**config.mk**
```make
export PLATFORM = sky130hd
export DESIGN_NAME = mic_shot_detect
export DESIGN_NICKNAME = d
export VERILOG_FILES = /design/src/rtl/mic_shot_detect.sv
export SDC_FILE = /design/constraint.sdc
export NUM_CORES = 1
export LEC_CHECK = 0
export ABC_CLOCK_PERIOD_IN_PS = 4300
export CORE_ASPECT_RATIO = 1.2
export CORE_MARGIN = 8
export CORE_UTILIZATION = 60
export DETAILED_ROUTE_END_ITERATION = 8
export DONT_BUFFER_PORTS = 1
export PLACE_DENSITY = 0.76
export SYNTH_ARGS = -nofsm -noshare
export SYNTH_HDL_FRONTEND = slang
export SYNTH_SLANG_ARGS = --single-unit
```
**constraint.sdc**
```tcl
create_clock -name CLOCK_50 -period 4.3 [get_ports CLOCK_50]
set_input_delay 0.43 -clock CLOCK_50 [delete_from_list [all_inputs] [get_ports CLOCK_50]]
set_output_delay 0.43 -clock CLOCK_50 [all_outputs]
set_load 0.1 [all_outputs]
```
**src/rtl/mic_shot_detect.sv**
```systemverilog
// Microphone shot detector: drains Audio_Controller samples, qualifies loud bursts into a one-cycle
// trigger with holdoff, and drives a decaying peak meter and shot counter. Define MIC_SHOT_HYST_EN
// to release a partial burst only below THRESH>>1 instead of below THRESH.
module mic_shot_detect #(
    parameter logic [7:0]  THRESH         = 8'd40,
    parameter int unsigned MIN_LOUD       = 4,
    parameter int unsigned HOLDOFF_CYCLES = 25000000,
    parameter int unsigned DECAY_CYCLES   = 500000
) (
    input  logic       CLOCK_50,
    input  logic       resetn,
    input  logic       enable,
    input  logic       audio_in_available,
    input  logic [7:0] left_channel_audio_in,
    input  logic [7:0] right_channel_audio_in,
    output logic       read_audio_in,
    output logic       trigger,
    output logic       busy,
    output logic [7:0] peak,
    output logic [7:0] shot_count
);

    localparam int unsigned HW = $clog2(HOLDOFF_CYCLES + 1);
    localparam int unsigned DW = $clog2(DECAY_CYCLES + 1);
    localparam logic [3:0]  MinLoud = 4'(MIN_LOUD);
`ifdef MIC_SHOT_HYST_EN
    localparam logic [7:0]  RelThresh = THRESH >> 1;
`else
    localparam logic [7:0]  RelThresh = THRESH;
`endif

    typedef enum logic [1:0] {StQuiet, StCount, StFire, StHoldoff} state_e;

    state_e        state_q;
    logic          rd_q;
    logic          mag_valid_q;
    logic [7:0]    mag_q;
    logic [7:0]    mag_d;
    logic [3:0]    loud_cnt_q;
    logic [HW-1:0] hold_q;
    logic [DW-1:0] decay_q;
    logic          decay_wrap;
    logic          trigger_q;
    logic          busy_q;
    logic [7:0]    peak_q;
    logic [7:0]    shot_q;
    logic          loud;

    // |x| of a signed byte, with -128 saturating to 127.
    function automatic logic [6:0] abs7(input logic [7:0] x);
        logic [7:0] neg;
        neg = ~x + 8'd1;
        if (x == 8'h80)  return 7'd127;
        else if (x[7])   return neg[6:0];
        else             return x[6:0];
    endfunction

    always_comb begin
        logic [6:0] al;
        logic [6:0] ar;
        al    = abs7(left_channel_audio_in);
        ar    = abs7(right_channel_audio_in);
        mag_d = {1'b0, (al > ar) ? al : ar};
    end

    // Reads at most every other clock so each pair is consumed exactly once.
    assign read_audio_in = audio_in_available & ~rd_q;
    assign loud          = (mag_q >= THRESH);
    assign decay_wrap    = (decay_q == DW'(DECAY_CYCLES - 1));

    always_ff @(posedge CLOCK_50 or negedge resetn) begin
        if (!resetn) begin
            rd_q        <= 1'b0;
            mag_valid_q <= 1'b0;
            mag_q       <= 8'd0;
        end else begin
            rd_q        <= read_audio_in;
            mag_valid_q <= read_audio_in;
            if (read_audio_in) mag_q <= mag_d;
        end
    end

    always_ff @(posedge CLOCK_50 or negedge resetn) begin
        if (!resetn) begin
            state_q    <= StQuiet;
            loud_cnt_q <= 4'd0;
            hold_q     <= '0;
            trigger_q  <= 1'b0;
            busy_q     <= 1'b0;
            shot_q     <= 8'd0;
        end else begin
            trigger_q <= 1'b0;
            busy_q    <= (state_q == StFire) || (state_q == StHoldoff);
            case (state_q)
                StQuiet: begin
                    if (mag_valid_q && enable && loud) begin
                        loud_cnt_q <= 4'd1;
                        state_q    <= (MinLoud == 4'd1) ? StFire : StCount;
                    end
                end
                StCount: begin
                    if (!enable) begin
                        loud_cnt_q <= 4'd0;
                        state_q    <= StQuiet;
                    end else if (mag_valid_q) begin
                        if (loud) begin
                            loud_cnt_q <= loud_cnt_q + 4'd1;
                            if (loud_cnt_q + 4'd1 == MinLoud) state_q <= StFire;
                        end else if (mag_q < RelThresh) begin
                            loud_cnt_q <= 4'd0;
                            state_q    <= StQuiet;
                        end
                    end
                end
                StFire: begin
                    trigger_q <= 1'b1;
                    shot_q    <= shot_q + 8'd1;
                    hold_q    <= HW'(HOLDOFF_CYCLES - 1);
                    state_q   <= StHoldoff;
                end
                StHoldoff: begin
                    if (hold_q == '0) begin
                        loud_cnt_q <= 4'd0;
                        state_q    <= StQuiet;
                    end else begin
                        hold_q <= hold_q - 1'b1;
                    end
                end
                default: state_q <= StQuiet;
            endcase
        end
    end

    // A peak load in the same cycle as a decay tick swallows the tick.
    always_ff @(posedge CLOCK_50 or negedge resetn) begin
        if (!resetn) begin
            decay_q <= '0;
            peak_q  <= 8'd0;
        end else begin
            decay_q <= decay_wrap ? '0 : decay_q + 1'b1;
            if (mag_valid_q && (mag_q > peak_q)) peak_q <= mag_q;
            else if (decay_wrap && (peak_q != 8'd0)) peak_q <= peak_q - 8'd1;
        end
    end

    assign trigger    = trigger_q;
    assign busy       = busy_q;
    assign peak       = peak_q;
    assign shot_count = shot_q;

endmodule

```
# Yosys cells after proc, flatten, opt, wreduce, memory -nomap -nowiden
# Cells that the tools add are included.
totals:
  regBits: 76
  latch_bits: 0
  ram_bits: 0
  romBits: 0
  inputBits: 20
  output_inout_bits: 19
  wordCells: 78
  n_memories: 0
op_classes:
  add_sub_neg: 7
  n_mul: 0
  div: 0
  magnitude_cmp: 4
  eq_ne: 13
  n_shift: 0
  n_mux: 26
  n_bitwise: 4
  n_reduce_logical: 14
ops:
  columns: ["cell", "count"]
  rows:
  - ["one-hot mux 25 bit (2 select lines)", 1]
  - ["2-to-1 mux 7 bit", 5]
  - ["logical NOT 25 bit", 1]
  - ["2-to-1 mux 25 bit", 1]
  - ["subtractor 25 x 1 -> 25 bit, second input constant", 1]
  - ["2-to-1 mux 4 bit", 6]
  - ["adder 19 x 1 -> 19 bit, second input constant", 1]
  - ["equality test 19 bit, second input constant", 1]
  - ["2-to-1 mux 19 bit", 1]
  - ["equality test 8 bit, second input constant", 2]
  - ["2-to-1 mux 8 bit", 2]
  - ["adder 7 x 1 -> 7 bit, second input constant", 2]
  - ["2-to-1 mux 2 bit", 7]
  - ["NOT 7 bit", 2]
  - ["one-hot mux 4 bit (3 select lines)", 1]
  - ["AND reduction 5 bit", 2]
  - ["adder 8 x 1 -> 8 bit, second input constant", 1]
  - ["greater-than comparator 7 x 8 -> 1 bit", 1]
  - ["!= test 4 bit, second input constant", 2]
  - ["one-hot mux 2 bit (4 select lines)", 1]
  - ["nonzero test 8 bit", 1]
  - ["subtractor 8 x 1 -> 8 bit, second input constant", 1]
  - ["greater-or-equal comparator 7 x 6 -> 1 bit, second input constant", 1]
  - ["greater-than comparator 7 bit", 1]
  - ["17 further kinds", 23]

# Logic depth before layout (Yosys ltp)
# Gate-level depths: netlist of the first run.
logic_depth:
  word_depth: 7
  ltp_mapped: 12
  mapped_depth_nobuf: 12

# Worst setup path after synthesis of the first run
# OpenSTA, ideal clock, no wires.
synth_path:
  kind: "input-to-reg"
  from: "in right_channel_audio_in[7]"
  to: "reg mag_q[0]"
  setup_time_ns: 0.121
  arrival_ns: 2.659
  required_time_ns: 4.179
  slack_ns: 1.520
  path_stages: 10
  path_buffers: 1
  path_cell_list: "clkbuf_1 -> nor4bb_1 -> and2_1 -> nor2_1 -> ha_1 -> a211oi_1 -> nor2_1 -> o31ai_1 -> nand3_1 -> a22o_1"
synth_via:
  elab_chain_len: 4
  elab_cells_between_ends: 5
  classes_between: "order compare (1); eq/ne (1); mux (3)"
synth_rtl:
  columns: ["element", "line", "rtl"]
  rows:
  - ["start: declaration", "15", "input logic [7:0] right_channel_audio_in,"]
  - ["equality test 8 bit / 2-to-1 mux 7 bit (equally long branches)", "53, 54", null]
  - ["2-to-1 mux 7 bit *", "53", "if (x == 8'h80) return 7'd127;"]
  - ["greater-than comparator 7 bit", "63", "mag_d = {1'b0, (al > ar) ? al : ar};"]
  - ["2-to-1 mux 7 bit *", "63", null]
  - ["end signal: assignment", "79", "if (read_audio_in) mag_q <= mag_d;"]
  - ["end: declaration", "37", "logic [7:0] mag_q;"]
# Mark *: on every way between the ends. The rest lies on a longest branch, timed or not.
# A chain may end at the register's enable or synchronous reset.

# Final worst setup path of the first run
layout_path:
  from: "reg peak_q[3] (netlist: peak[3])"
  to: "reg peak_q[5] (netlist: peak[5])"
layout_via:
  elab_chain_len: 3
  elab_cells_between_ends: 8
  classes_between: "add/sub (1); order compare (1); mux (2); reduce/logical (4)"
layout_rtl:
  columns: ["element", "line", "rtl"]
  rows:
  - ["start: declaration", "45", "logic [7:0] peak_q;"]
  - ["start signal: assignment", "141", "if (mag_valid_q && (mag_q > peak_q)) peak_q <= mag_q;"]
  - ["start signal: assignment", "142", "else if (decay_wrap && (peak_q != 8'd0)) peak_q <= peak_q - 8'd1;"]
  - ["subtractor 8 x 1 -> 8 bit, or another cell as far along", "142", null]
  - ["2-to-1 mux 8 bit, or another cell as far along", "142", null]
  - ["2-to-1 mux 8 bit / nonzero test 2 bit (equally long branches)", null, null]
# Parallel ways exist; a longest one is shown, timed or not. The select of a mux whose other input is x is not followed.

==> results of run 1 <==
through the flow:
stage          total power, W  area, um2
6_report              0.00224       4970
5_1_grt               0.00238       4970
4_1_cts               0.00225       4970
3_5_place_dp          0.00164       4720
3_3_place_gp          0.00161       4720
2_1_floorplan         0.00151       4630
logic make-up (layout without fill, tap and decap cells):
| group | count (synthesis) | after routing | synth area share [%] |
|---|---|---|---|
| AND/OR/NAND/NOR | 214 | 214 | 25.4 |
| buffers and inverters | 36 | 44 | 2.97 |
| XOR/XNOR | 31 | 31 | 5.86 |
| AO/OA/AOI/OAI | 116 | 116 | 16.0 |
| multiplexers | 10 | 10 | 2.24 |
| flip-flops | 76 | 76 | 41.0 |
| adder cells (fa/ha/maj) | 24 | 24 | 6.48 |
cell usage in the layout (no fill, tap or decap), drive strengths merged, types with 12 or more instances in the layout:
| cell | netlist | routed |
|---|---|---|
| o31ai | 12 | 12 |
| dfrtp | 76 | 76 |
| clkbuf | 9 | 12 |
| inv | 24 | 24 |
| nand2 | 37 | 37 |
| nor2 | 33 | 33 |
| xnor2 | 20 | 20 |
| a21oi | 28 | 28 |
| nand3 | 32 | 32 |
| o21ai | 32 | 32 |
| ha | 24 | 24 |
| nor3 | 20 | 20 |
worst reg2reg max path, stage by stage, from the launching register on:
cell      delay [ns]
dfrtp_1         0.99
inv_1           0.23
ha_1            0.38
and4b_1         0.19
a211oi_1        0.06
o22a_1          0.21
nor2_1          0.42
mux2_2          0.39
state kept, by name, summed over array words and instances (netlist names), named ones only:
signal / cells
decay_q: 19
mag_q: 7
peak: 8
shot_count: 8
loud_cnt_q: 4
busy: 1
mag_valid_q: 1
state_q: 1
trigger: 1
hold_q: 25
routing by layer:
metal  global-route usage (%)  vias up  wire length [um]
li1                         -     1879                 -
met1                     24.3     1868              4340
met2                     29.7       97              4700
met3                     4.01       19               588
met4                     8.74        0               223
met5                        0        -                 0
power by group through the flow:
| stage | combinational, W | clock, W | sequential (W) |
|---|---|---|---|
| 2_1_floorplan | 0.000435 | 0 | 0.00107 |
| 3_3_place_gp | 0.000541 | 0 | 0.00107 |
| 3_5_place_dp | 0.000558 | 0 | 0.00108 |
| 4_1_cts | 0.000580 | 0.000612 | 0.00106 |
| 5_1_grt | 0.000662 | 0.000641 | 0.00107 |
| 6_report | 0.000581 | 0.000602 | 0.00106 |
cell type report:
cell class | count | area share, %
multi-input combinational | 395 | 52.2
sequential | 76 | 38.2
clock buffer | 12 | 2.92
tap | 92 | 2.32
inverter | 24 | 1.81
clock inverter | 4 | 1.46
timing repair buffer | 4 | 1.06
final timing paths:
kind	endpoint	slack, ns	depth (start not counted)
min in group asynchronous	decay_q[4]	0.64	2
worst min register to register	decay_q[18]	0.47	1
max in group asynchronous	mag_q[6]	3.33	2
worst min-delay path	state_q[0]	0.26	2
worst max-delay path	peak[5]	1.30	7
worst max register to register	peak[5]	1.30	7
==> qor.csv, run 1 <==
stage;metric;value;unit
synthesis;Syn Area/Cell;9.14;um2
sta;final period utilization;69.8;%
synthesis;post-synth top area cell;dfrtp_1;
finish;fill cell count;629;
critical_path;Crit path largest cell delay;0.99;ns
power_and_ir_drop;Leak;2.27;nW
cts;post_cts resized;0;
finish;area occupied by registers;1900;um2
synthesis;mapped cell area;4630;um2
synthesis;Cell variety after synth;59;
floorplanning;die width;96.2;um
power_and_ir_drop;power per cell area;451;nW/um2
global_routing;total congestion overflow;0;
synthesis;top cells by count, synth;dfrtp_1 (76), nand2_1 (37), nor2_1 (33);
cts;CTS clk-pin slew, worst paths;0.08;ns
power_and_ir_drop;Seq pwr share;47.3;%
finish;final non-filler cell total;607;
synthesis;YS warnings;0;
synthesis;synth top area cells;dfrtp_1 (41%), ha_1 (6.5%), xnor2_1 (3.8%), nand3_1 (3.5%), o21ai_0 (3.5%);
critical_path;Worst Setup SP;peak[3];
floorplanning;Initial Utilization;61.2;%
place;global placement routability congestion;0.889;
place;Placement Setup Slack;1.13;ns
finish;Util after Layout;65.6;%
sta;total negative setup slack;0;ns
cts;clk sinks;76;
critical_path;RR Startpoint;peak[3];
sta;Hold Vio Cnt, Final;0;
cts;H-tree levels;3;
power_and_ir_drop;combinational fraction of design power;25.9;%
detailed_routing;1st-pass router iterations;5;
detailed_routing;Vias/cell;6.36;
synthesis;syn_nets;551;
cts;CTS tree;done;
cts;Post-CTS Setup Bufs;0;
run_status;status;finished clean;
critical_path;Setup crit end kind;flop;
detailed_routing;drt drc;0;
critical_path;CP Cell Sequence;inv_1 -> ha_1 -> and4b_1 -> a211oi_1 -> o22a_1 -> nor2_1 -> mux2_2;
synthesis;top cell type's share of synthesized area;41.0;%
global_routing;Overall Global Routing Usage;19.1;%
finish;Nets;554;
synthesis;post-synthesis sequential area ratio;41.0;%
finish;share of post-route cells with drive strength above 1;6.60;%
sta;Max Slew Vio Count;0;
power_and_ir_drop;P_int;0.00135;W
critical_path;critical path buffer and inverter count;1;
finish;Multi-input gate area;2590;um2
place;# port buffers;0;
finish;Area Growth Syn to Fin;7.29;%
synthesis;flops & latches, synth;76;
global_routing;antenna violations before repair;0;
detailed_routing;DR iter-0 viols;262;
finish;n_diodes;0;
sta;WHS;0.256;ns
power_and_ir_drop;Sw Ratio;40.0;%
cts;total CTS buffers;9;
critical_path;startpoint type of the worst setup path;flop;
floorplanning;Die H;112;um
min_path;worst hold path class;in2reg;
cts;CTS root buf;clkbuf_8;
power_and_ir_drop;P_sw;0.000899;W
cts;Post-CTS Hold Buffers;2;
floorplanning;Cell Rows;35;
global_routing;largest net degree at the start of global routing;77;
sta;fmax;0.333;GHz
critical_path;Worst Path Required;4.52;ns
sta;final worst slack;1.30;ns
place;Placed Cells incl. Taps;589;
power_and_ir_drop;Peak VDD IR;0.258;mV
critical_path;Crit Path Max Fanout;7;
sta;RSZ-0062 raised after global routing;no;
sta;fin crit period;3.00;ns
cts;Max Buffers Root-to-Sink;2;
critical_path;CP top delay family;flip-flops;
min_path;min-delay src;enable;
power_and_ir_drop;Clk network pwr share;26.8;%
synthesis;most frequent cell after synthesis;dfrtp_1;
sta;Worst slew margin;31.8;%
critical_path;Critical Setup Path Class;reg2reg;
floorplanning;core area;7580;um2
floorplanning;Die Area;10800;um2
critical_path;slowest stage cell, crit path;dfrtp_1;
synthesis;Post-synth ARST share;100;%
floorplanning;# IOs;39;
sta;Final Skew;0.00910;ns
detailed_routing;antenna viol nets, final;0;
synthesis;Mapped Cells;507;
cts;Skew-Pair Late Insertion Delay;0.34;ns
detailed_routing;DRT Wirelength;9860;um
global_routing;first-pass GRT wire length;16800;um
sta;setup violators final;0;
synthesis;top_reg_cell synth;dfrtp_1;
flow_run;max_cap viols;0;
synthesis;EDFF count, synth;0;
critical_path;CP arrival;3.22;ns
detailed_routing;wire per inst;16.2;um
place;DP HPWL;7150;um
detailed_routing;DR vias;3863;
global_routing;number of global-route vias before repair;3737;
sta;Worst Max-Slew Pin Slew;1.02;ns
Note: power is estimated with default switching activity, not from simulation.
==> run 2, diff against run 1 <==
Settings changed: ABC_CLOCK_PERIOD_IN_PS 4300 to 3100.
Clock period 4.3 ns to 3.1 ns, I/O delays scaled along.
==> run 2 against run 1 <==
Net effect:
- global-route usage is 1.2 points higher
- die area is the same
- critical path depth is 2 lower
- fmax is 24% higher
- sequential share of layout area decreased by 1.2 points
- first-iteration DRC count down 9.5%
- sequential cell count is the same
- clock power increased by 61%
- worst setup slack worse by 0.62 ns
- register-to-register slack worse by 0.62 ns
- count of clock-buffer cells in the layout shrank 2
- largest cell class unchanged
- highest routed layer unchanged
==> qor.csv, run 2 (same netlist as run 1, synthesis figures left out) <==
stage;metric;value;unit;change
power_and_ir_drop;Peak VDD IR;0.539;mV;was 0.258 mV
cts;clk sinks;76;;unchanged
global_routing;largest net degree at the start of global routing;77;;unchanged
power_and_ir_drop;Seq pwr share;35.5;%;was 47.3%
cts;CTS tree;done;;unchanged
power_and_ir_drop;power per cell area;651;nW/um2;was 451 nW/um2
sta;fmax;0.414;GHz;was 0.333 GHz
critical_path;CP arrival;2.65;ns;was 3.22 ns
cts;post_cts resized;0;;unchanged
power_and_ir_drop;combinational fraction of design power;35.5;%;was 25.9%
power_and_ir_drop;Clk network pwr share;29.0;%;was 26.8%
sta;fin crit period;2.42;ns;was 3.00 ns
global_routing;met2 Use GR;33.1;%;was 29.7%
critical_path;Worst Setup SP;decay_q[14];;was peak[3]
sta;final worst slack;0.683;ns;was 1.30 ns
critical_path;FF-to-FF path depth;5;;was 7
place;global placement routability congestion;0.830;;was 0.889
cts;Max Buffers Root-to-Sink;2;;unchanged
sta;setup violators final;0;;unchanged
finish;fill cell count;610;;was 629
critical_path;r2r setup slk;0.68;ns;was 1.30 ns
finish;n_diodes;0;;unchanged
critical_path;Worst Path Required;3.33;ns;was 4.52 ns
detailed_routing;1st-pass router iterations;4;;was 5
finish;Area Growth Syn to Fin;10.6;%;was 7.29%
critical_path;RR Startpoint;decay_q[14];;was peak[3]
sta;Final Skew;0.00866;ns;was 0.00910 ns
floorplanning;Cell Rows;35;;unchanged
sta;Max Slew Vio Count;0;;unchanged
floorplanning;# IOs;39;;unchanged
place;DP HPWL;7430;um;was 7150 um
global_routing;number of global-route vias before repair;3931;;was 3737
critical_path;Reg-to-Reg End;peak[4];;was peak[5]
critical_path;startpoint type of the worst setup path;flop;;unchanged
flow_run;max_cap viols;0;;unchanged
min_path;worst hold path class;in2reg;;unchanged
min_path;min-delay src;enable;;unchanged
global_routing;Overall Global Routing Usage;20.2;%;was 19.1%
detailed_routing;DR iter-0 viols;237;;was 262
floorplanning;Die H;112;um;unchanged
sta;Worst slew margin;34.8;%;was 31.8%
run_status;status;finished clean;;unchanged
floorplanning;die width;96.2;um;unchanged
finish;Nets;570;;was 554
global_routing;met3 Resource Use GR;5.94;%;was 4.01%
sta;Worst Max-Slew Pin Slew;0.977;ns;was 1.02 ns
place;Placement Setup Slack;0.382;ns;was 1.13 ns
cts;Post-CTS Hold Buffers;2;;unchanged
critical_path;Setup crit end kind;flop;;unchanged
critical_path;Crit Path Max Fanout;5;;was 7
finish;max reg flops;25;;unchanged
sta;total negative setup slack;0;ns;unchanged
detailed_routing;antenna viol nets, final;0;;unchanged
floorplanning;core area;7580;um2;unchanged
finish;commonest non-fill, non-tap cell in the layout;dfrtp_1;;unchanged
sta;RSZ-0062 raised after global routing;no;;unchanged
finish;largest registers;hold_q: 25 flops, decay_q: 19 flops;;unchanged
cts;Post-CTS Setup Bufs;0;;unchanged
power_and_ir_drop;P_int;0.00206;W;was 0.00135 W
critical_path;Critical Setup Path Class;reg2reg;;unchanged
place;# port buffers;0;;unchanged
power_and_ir_drop;P_sw;0.00128;W;was 0.000899 W
floorplanning;Die Area;10800;um2;unchanged
power_and_ir_drop;Leak;2.37;nW;was 2.27 nW
cts;Skew-Pair Late Insertion Delay;0.34;ns;about the same
sta;Hold Vio Cnt, Final;0;;unchanged
detailed_routing;drt drc;0;;unchanged
global_routing;antenna violations before repair;0;;unchanged
finish;share of post-route cells with drive strength above 1;9.43;%;was 6.60%
detailed_routing;Vias/cell;6.28;;was 6.36
cts;CTS root buf;clkbuf_8;;unchanged
cts;total CTS buffers;9;;unchanged
detailed_routing;DRT Wirelength;10300;um;was 9860 um
power_and_ir_drop;Sw Ratio;38.3;%;was 40.0%
global_routing;met1 usage;24.4;%;was 24.3%
global_routing;busiest grt layer;met2;;unchanged
cts;H-tree levels;3;;unchanged
min_path;worst-case hold path end point;state_q[0];;unchanged
global_routing;first-pass GRT wire length;17800;um;was 16800 um
min_path;Hold Path Stages;2;;unchanged
floorplanning;Initial Utilization;61.2;%;unchanged
finish;most frequent cells in the layout;dfrtp_1 (76), nand2_1 (37), nor2_1 (33), o21ai_0 (32), nand3_1 (32);;unchanged
detailed_routing;DR vias;3907;;was 3863
sta;final period utilization;78.0;%;was 69.8%
cts;CTS clk-pin slew, worst paths;0.08;ns;about the same
detailed_routing;wire per inst;16.6;um;was 16.2 um
finish;Largest Register;hold_q;;unchanged
global_routing;total congestion overflow;0;;unchanged
[run 2: power groups by stage]
stage / Combinational [W] / Clock (W) / Sequential, W
global route: 0.00130 / 0.00103 / 0.00120
detailed placement: 0.00114 / 0 / 0.00120
floorplan: 0.000603 / 0 / 0.00149
finish: 0.00119 / 0.000967 / 0.00118
CTS: 0.00118 / 0.000985 / 0.00118
global placement: 0.00110 / 0 / 0.00119
[run 2: metal layers]
layer	wire length (um)	up-vias
met2	5100	89
met3	618	15
met5	0	-
met1	4480	1890
li1	-	1913
met4	135	0
[run 2: worst max path at each step]
| stage | end | slack, ns |
|---|---|---|
| 2_1_floorplan | peak[1] | 0.37 |
| 3_3_place_gp | mag_q[0] | 0.52 |
| 3_5_place_dp | mag_q[0] | 0.38 |
| 4_1_cts | peak[4] | 0.72 |
| 5_1_grt | mag_q[0] | 0.45 |
| 6_report | peak[4] | 0.68 |
[run 2: worst max-delay path, cell delays in order (launching register included)]
cell     delay [ns]
dfrtp_1        0.41
nor4_1         0.47
nand3_1        0.25
nor4b_1        0.71
a31oi_1        0.16
o31a_1         0.30
[run 2: area by class of cell]
| class | instances | area [um2] | area share [%] |
|---|---|---|---|
| multi-input cells | 395 | 2590 | 50.6 |
| flip-flops and latches | 76 | 1900 | 37.1 |
| repair buffers | 20 | 173 | 3.37 |
| clock buffers | 10 | 128 | 2.49 |
| clock inverters | 5 | 125 | 2.44 |
| well taps | 92 | 115 | 2.24 |
| inverters | 24 | 90.1 | 1.76 |
[run 2: per-stage QoR]
| stage | utilization (%) | std cells | hold WS, ns | instance area (um2) | total power [W] |
|---|---|---|---|---|---|
| 2_1_floorplan | - | 507 | 0.0144 | 4630 | 0.00209 |
| 3_3_place_gp | 63.8 | 605 | 0.0171 | 4840 | 0.00230 |
| 3_5_place_dp | 63.8 | 605 | 0.0165 | 4840 | 0.00234 |
| 4_1_cts | 67.7 | 622 | 0.111 | 5130 | 0.00335 |
| 5_1_grt | 67.7 | 622 | 0.121 | 5130 | 0.00353 |
| 6_report | 67.7 | 622 | 0.124 | 5130 | 0.00334 |
